--- config.mk ---
export PLATFORM = sky130hd
export DESIGN_NAME = hwlp_iv_gen
export DESIGN_NICKNAME = d
export VERILOG_FILES = /design/src/rtl/hwlp_iv_gen.sv
export SDC_FILE = /design/constraint.sdc
export NUM_CORES = 1
export LEC_CHECK = 0
export ABC_CLOCK_PERIOD_IN_PS = 2600
export CAP_MARGIN = 10
export CORE_ASPECT_RATIO = 1.25
export CORE_UTILIZATION = 53
export CTS_CLUSTER_SIZE = 40
export DETAILED_ROUTE_END_ITERATION = 7
export HOLD_SLACK_MARGIN = 0.1
export PLACE_DENSITY = 0.92
export REMOVE_ABC_BUFFERS = 1
export SLEW_MARGIN = 20
export SYNTH_ARGS = -nofsm -noshare
export SYNTH_HDL_FRONTEND = slang
export SYNTH_SLANG_ARGS = --single-unit
--- constraint.sdc ---
create_clock -name clk_i -period 2.6 [get_ports clk_i]
set_clock_uncertainty 0.15 [all_clocks]
set_input_delay 0.39 -clock clk_i [delete_from_list [all_inputs] [get_ports clk_i]]
set_output_delay 0.39 -clock clk_i [all_outputs]
set_load 0.02 [all_outputs]
--- src/rtl/hwlp_iv_gen.sv ---
// rtl/hwlp_iv_gen.sv - hardware-loop induction-variable generator for one hwlp register-file entry
// Walks up to N_LP nested loop levels as an odometer, level 0 innermost.
module hwlp_iv_gen #(
  parameter int N_LP       = 4,
  parameter int NBIT_LP_IV = 8,
  parameter int LOG2_N_LP  = $clog2(N_LP)
) (
  input  logic                         clk_i,
  input  logic                         rst_n_i,
  input  logic [N_LP*NBIT_LP_IV-1:0]   reg_lp_start_i,
  input  logic [N_LP*NBIT_LP_IV-1:0]   reg_lp_end_i,
  input  logic [N_LP*NBIT_LP_IV-1:0]   reg_lp_stride_i,
  input  logic [LOG2_N_LP-1:0]         reg_n_lp_i,
  input  logic                         start_i,
  input  logic                         en_i,
  input  logic                         flush_i,
  output logic [N_LP*NBIT_LP_IV-1:0]   hwlp_o,
  output logic                         hwlp_valid_o,
  output logic                         last_o,
  output logic                         done_o
);

  localparam int W = NBIT_LP_IV;
  localparam logic [0:0] IDLE = 1'b0;
  localparam logic [0:0] RUN  = 1'b1;

  logic [0:0]            state_q;
  logic [N_LP*W-1:0]     start_q, end_q, stride_q, iv_q;
  logic [N_LP*W-1:0]     iv_nxt, iv_launch;
  logic [LOG2_N_LP-1:0]  n_lp_q;
  logic [N_LP-1:0]       at_end, active_q;
  logic                  carry;
  logic                  done_q;

  // Odometer: a level steps only while every inner active level sits at its end.
  always_comb begin
    iv_nxt    = iv_q;
    iv_launch = '0;
    at_end    = '0;
    active_q  = '0;
    carry     = 1'b1;
    for (int k = 0; k < N_LP; k++) begin
      active_q[k] = (LOG2_N_LP'(k) <= n_lp_q);
      at_end[k]   = (iv_q[k*W +: W] == end_q[k*W +: W]);
      if (LOG2_N_LP'(k) <= reg_n_lp_i)
        iv_launch[k*W +: W] = reg_lp_start_i[k*W +: W];
      if (carry && active_q[k])
        iv_nxt[k*W +: W] = at_end[k] ? start_q[k*W +: W]
                                     : iv_q[k*W +: W] + stride_q[k*W +: W];
      carry = carry & active_q[k] & at_end[k];
    end
  end

  assign last_o       = (state_q == RUN) && (&(at_end | ~active_q));
  assign hwlp_valid_o = (state_q == RUN);
  assign hwlp_o       = iv_q;
  assign done_o       = done_q;

  always_ff @(posedge clk_i or negedge rst_n_i) begin
    if (!rst_n_i) begin
      state_q  <= IDLE;
      start_q  <= '0;
      end_q    <= '0;
      stride_q <= '0;
      n_lp_q   <= '0;
      iv_q     <= '0;
      done_q   <= 1'b0;
    end else begin
      done_q <= 1'b0;
      case (state_q)
        IDLE: begin
          if (start_i && !flush_i) begin
            start_q  <= reg_lp_start_i;
            end_q    <= reg_lp_end_i;
            stride_q <= reg_lp_stride_i;
            n_lp_q   <= reg_n_lp_i;
            iv_q     <= iv_launch;
            state_q  <= RUN;
          end
        end
        default: begin
          if (flush_i) begin
            iv_q    <= '0;
            state_q <= IDLE;
          end else if (en_i) begin
            // Final iteration keeps its IVs visible after completion.
            if (last_o) begin
              state_q <= IDLE;
              done_q  <= 1'b1;
            end else begin
              iv_q <= iv_nxt;
            end
          end
        end
      endcase
    end
  end

endmodule

## After elaboration in Yosys (flattened, before gate mapping)

Cells that the tools add are included.

| word-level totals | value |
|---|---|
| bits in latches | 0 |
| memory bits (writable) | 0 |
| memories | 0 |
| memory bits (read-only) | 0 |
| flip-flop bits (word level) | 132 |
| output and inout port bits | 35 |

| operators by class | value |
|---|---|
| bitwise logic cells | 8 |
| order comparisons | 8 |
| div/mod/pow operators | 0 |
| shifts and indexed selects | 0 |
| reductions and logical operators | 13 |
| multiply operators | 0 |
| mux-type cells | 26 |
| equal/unequal tests | 10 |
| add/subtract/negate cells | 4 |

Operators by type and width:

| operator | number |
|---|---|
| $mux W32 | 5 |
| $mux W8 | 12 |
| $add A8 B8 Y8 | 4 |
| $eq A8 B8 Y1 | 4 |
| $reduce_and A4 Y1 | 5 |
| $ne A3 B2 Y1 const B | 4 |
| $mux W1 | 9 |
| $le A1 B2 Y1 const A | 4 |
| $le A2 B2 Y1 const A | 4 |
| $ne A3 B3 Y1 const B | 2 |
| $and A1 B1 Y1 | 5 |
| $logic_and A1 B1 Y1 | 5 |
| $not A4 Y4 | 1 |
| $or A4 B4 Y4 | 1 |
| $reduce_and A2 Y1 | 1 |
| $reduce_bool A2 Y1 | 1 |
| $logic_not A1 Y1 | 1 |
| $not A1 Y1 | 1 |

## Logic depth before layout (Yosys ltp)

| logic depth | value |
|---|---|
| depth in word-level cells | 12 |
| gate-level depth with buffers | 9 |

## Worst setup path before layout

OpenSTA, ideal clock, no wires.

| timing | value |
|---|---|
| path type | reg2reg |
| start point | reg iv_q[0] (netlist: hwlp_o[0]) |
| end point | reg iv_q[6] (netlist: hwlp_o[6]) |
| setup slack | 0.164 ns |
| arrival time | 2.161 ns |
| clock period less this slack | 2.436 ns |
| required time | 2.325 ns |
| path buffers | 0 |
| library setup time | 0.125 ns |
| stages on the path, launching flop included | 9 |
| path through | dfrtp_1 ha_1 fa_1 a21o_1 a21oi_1 nor2_1 a311oi_1 o31ai_1 mux2_2 |

| on the way | value |
|---|---|
| longest elaborated chain between the ends | 7 |
| elaborated cells between the ends (all ways) | 13 |
| those cells by class | add/sub (1); eq/ne (2); mux (6); bitwise (1); reduce/logical (3) |

Ends and longest elaborated chain:

| what | RTL line | RTL |
|---|---|---|
| start: declaration | 28 | `logic [N_LP*W-1:0] start_q, end_q, stride_q, iv_q;` |
| start signal: assignment | 77 | `iv_q <= iv_launch;` |
| start signal: assignment | 91 | `iv_q <= iv_nxt;` |
| $add A8 B8 Y8 or $eq A8 B8 Y1 (tied branches) | 49, 44 |  |
| $mux W8 | 48 | `iv_nxt[k*W +: W] = at_end[k] ? start_q[k*W +: W]` |
| $mux W8 | 47 | `if (carry && active_q[k])` |
| $mux W32 | 87 | `if (last_o) begin` |
| $mux W32 | 85 | `end else if (en_i) begin` |
| $mux W32 | 82 | `if (flush_i) begin` |
| $mux W32 | 70 | `case (state_q)` |

Several ways; a longest one is shown, not always the timed one. The select of a mux whose other input is x is not followed.
A chain may end at the register's enable or synchronous reset.

## Worst setup path after layout

| timing | value |
|---|---|
| start point | reg end_q[12] |
| end point | out last_o |

| on the way | value |
|---|---|
| longest elaborated chain between the ends | 4 |

Ends and longest elaborated chain:

| what | RTL line | RTL |
|---|---|---|
| start: declaration | 28 |  |
| start signal: assignment | 74 | `end_q <= reg_lp_end_i;` |
| $eq A8 B8 Y1 | 44 | `at_end[k] = (iv_q[k*W +: W] == end_q[k*W +: W]);` |
| $or A4 B4 Y4 | 54 | `assign last_o = (state_q == RUN) && (&(at_end \| ~active_q));` |
| $reduce_and A4 Y1 | 54 |  |
| $logic_and A1 B1 Y1 | 54 |  |
| end: declaration | 19 | `output logic last_o,` |

Every way passes these cells.

==> impl_metrics.py <==
metrics = {
    "sta": {
        "finalSetupViolations": 0,
        "fmax_mhz": 392,
        "slew-limit-headroom_pct": 63.3,
        "hold_viol": 0,
        "slew_violations": 0,
        "finalCritPeriodShare_pct": 98.1,
        "fin_crit_ns": 2.55,
        "finalWorstSetupSlack_ns": 0.0486,
        "tns_ns": 0,
        "max_slew.worst_pin.slew_ns": 0.551,
    },
    "setup_path": {
        "crit_path_end": "last_o",
        "rr_endpoint": "hwlp_o[12]$_DFFE_PN0P_",
        "cp_data_required_time_ns": 2.06,
        "startpoint": "end_q[12]$_DFFE_PN0P_",
        "ff2ff_path_depth": 9,
        "rr_startpoint": "hwlp_o[8]$_DFFE_PN0P_",
        "arrival_ns": 2.01,
        "end_kind": "primary output",
        "r2r_slack_ns": 0.13,
        "cp_max_fo": 2,
        "critPathLaunchType": "flop",
        "path_class": "flop to primary output",
    },
    "cells_and_area": {
        "area.growth.synth_to_final_pct": 34.6,
        "drive_gt1_share_pct": 27.7,
        "finalNetCount": 941,
        "fin_area_um2": 9840,
        "fin_util_pct": 73.7,
        "final_cell_mix": "clkdlybuf4s50_1, dfrtp_1, mux2_2",
        "layout_commonest_cell": "clkdlybuf4s50_1",
        "n_antenna_cell": 0,
    },
    "yosys": {
        "syn_inst": 621,
        "async_flop_share_pct": 100,
        "synth_flop_cell": "dfrtp_1",
        "synth_seq_cells": 132,
        "synth_edf_count": 0,
        "ys_warn_count": 0,
        "syn_area_um2": 7310,
        "ys_seq_area_share_pct": 45.2,
        "synth_cell_types": 58,
        "synth.avg_cell_area_um2": 11.8,
    },
    "grt": {
        "grt_start_max_net_pins": 58,
        "antenna_found_initial": 0,
        "grt_use_total_pct": 28.3,
        "gr-total-overflow": 0,
        "grt_pass1_vias": 6243,
        "grt_pass1_wl_um": 30900,
    },
    "place": {
        "post-place-ws_ns": 0.0209,
        "place_hpwl_um": 13600,
        "gp_congestion": 0.906,
        "dpl_cell_area_um2": 9200,
        "port_buffers": 137,
    },
    "pwr": {
        "finalPower_uw": 8660,
        "p_sw_share_pct": 33.7,
        "p_sw_uw": 2920,
        "vdd_drop_max_mv": 0.605,
        "combPwrFrac_pct": 40.8,
        "leakage_uw": 0.00419,
        "seqPwrFrac_pct": 32.7,
        "power_frac_clock_pct": 26.4,
        "p_per_area_nw_per_um2": 880,
        "p_int_uw": 5740,
    },
    "clock_network": {
        "worstSkewPairLatency_ns": 0.43,
        "numCtsBuffers": 17,
        "cts-root-buf": "clkbuf_16",
        "htreeDepth": 4,
        "cts.sinks": 132,
        "cts_tree": "yes",
        "clk_pin_slew_ns": 0.06,
        "clockBufferDepth": 2,
    },
    "drt": {
        "via_per_inst": 5.89,
        "drt_iter0_markers": 305,
        "drt_wl_total_um": 19200,
        "firstDrtPassIters": 5,
        "wl_per_cell_um": 19.4,
        "ant_nets": 0,
        "vias": 5833,
        "route.detailed.drc": 0,
    },
    "floorplanning": {
        "dieArea_um2": 14300,
        "die_w_um": 107,
        "die_h_um": 133,
        "core_um2": 13300,
        "initial_core_util_pct": 54.8,
        "pin_count": 138,
        "rows": 47,
    },
    "hold_path": {
        "hold_class": "input pin to asynchronous set/reset pin",
    },
    "run_status": {
        "status": "complete, no violations",
    },
    "flow_run": {
        "cap_viol_max_count": 0,
    },
}
[routing by layer]
| layer | vias up | wire, um | track usage [%] |
|---|---|---|---|
| met3 | 56 | 998 | 5.77 |
| met4 | 0 | 538 | 13.5 |
| met5 | - | 0 | 0 |
| met1 | 2907 | 7240 | 31.8 |
| met2 | 226 | 10400 | 50.9 |
| li1 | 2644 | - | - |
[timing repair]
action	in CTS	in global routing
setup buffers	1	3
endpoints found under the setup margin	2	12
resized for setup	6	8
hold buffers	1	0
pin swaps	3	5
hold endpoints to repair	39	0
[flip-flops by register name, indices dropped and copies added, names as in the netlist]
signal,flops
hwlp_valid_o,1
end_q,32
stride_q,32
hwlp_o,32
done_o,1
n_lp_q,2
start_q,32
[cell families after synthesis]
| family | Yosys count | share of synthesized area, % |
|---|---|---|
| buffers and inverters | 43 | 2.81 |
| and+or+nand+nor | 97 | 6.96 |
| muxes | 135 | 21.2 |
| adders and majority gates | 32 | 5.89 |
| DFF | 132 | 45.2 |
| xor gates and xnor gates | 51 | 6.11 |
| AOI/OAI and AO/OA | 131 | 11.9 |
[synthesized netlist by cell type (all sizes together) (4+ instances only)]
cell,number,share of area [%]
xnor2,46,5.5
and4,4,0.48
ha,28,4.8
a21o,8,0.92
a31oi,14,1.2
dfrtp,132,45
xor2,5,0.60
inv,17,0.87
o21a,7,0.72
nand3,5,0.34
o21ai,39,2.7
nor3,11,0.82
o211a,4,0.55
nor2,13,0.80
a22oi,4,0.41
mux2,120,19
nand2,32,1.7
o31ai,7,0.72
o211ai,4,0.41
nor2b,5,0.43
buf,15,1.4
or3,4,0.34
a21oi,25,1.7
mux2i,15,2.1
nand4,8,0.68
fa,4,1.1
clkbuf,11,0.56
[cell type report]
cell class	instances	area, um^2
clock inverters	10	80.1
well taps	171	214
clock buffers	22	484
fillers	883	3510
flip-flops and latches	132	3300
multi-input cells	446	3850
inverters	17	63.8
repair buffers	192	1840
[stage by stage]
stage | instances | hold WS [ns]
2_1_floorplan | 595 | -0.0556
3_3_place_gp | 953 | 0.268
3_5_place_dp | 953 | 0.270
4_1_cts | 987 | 0.356
5_1_grt | 990 | 0.365
6_report | 990 | 0.348
[power by group through the flow]
stage / registers (uW) / logic, uW / clock network [uW]
6_report: 2830 / 3530 / 2290
5_1_grt: 2880 / 3830 / 2400
4_1_cts: 2830 / 3470 / 2310
3_5_place_dp: 2850 / 3390 / 0
3_3_place_gp: 2820 / 3220 / 0
2_1_floorplan: 3000 / 1970 / 0
[critical path, cell delays in order, from the launching register on]
cell and delay (ns):
dfrtp_1 0.39, xnor2_1 0.25, nand4_1 0.17, buf_4 0.18, nor2_4 0.10, o21a_1 0.14
and4_1 0.20, buf_4 0.15
[worst min path at each step]
stage | startpoint | slack (ns) | end | cells past startpoint
5_1_grt | start_q[9]$_DFFE_PN0P_ | 0.37 | start_q[9]$_DFFE_PN0P_ | 1
6_report | rst_n_i | 0.35 | end_q[12]$_DFFE_PN0P_ | 2
2_1_floorplan | rst_n_i | -0.06 | done_o$_DFF_PN0_ | 0
3_5_place_dp | rst_n_i | 0.27 | end_q[12]$_DFFE_PN0P_ | 1
4_1_cts | rst_n_i | 0.36 | end_q[12]$_DFFE_PN0P_ | 2
3_3_place_gp | rst_n_i | 0.27 | start_q[12]$_DFFE_PN0P_ | 1
(Power assumes the default switching activity.)
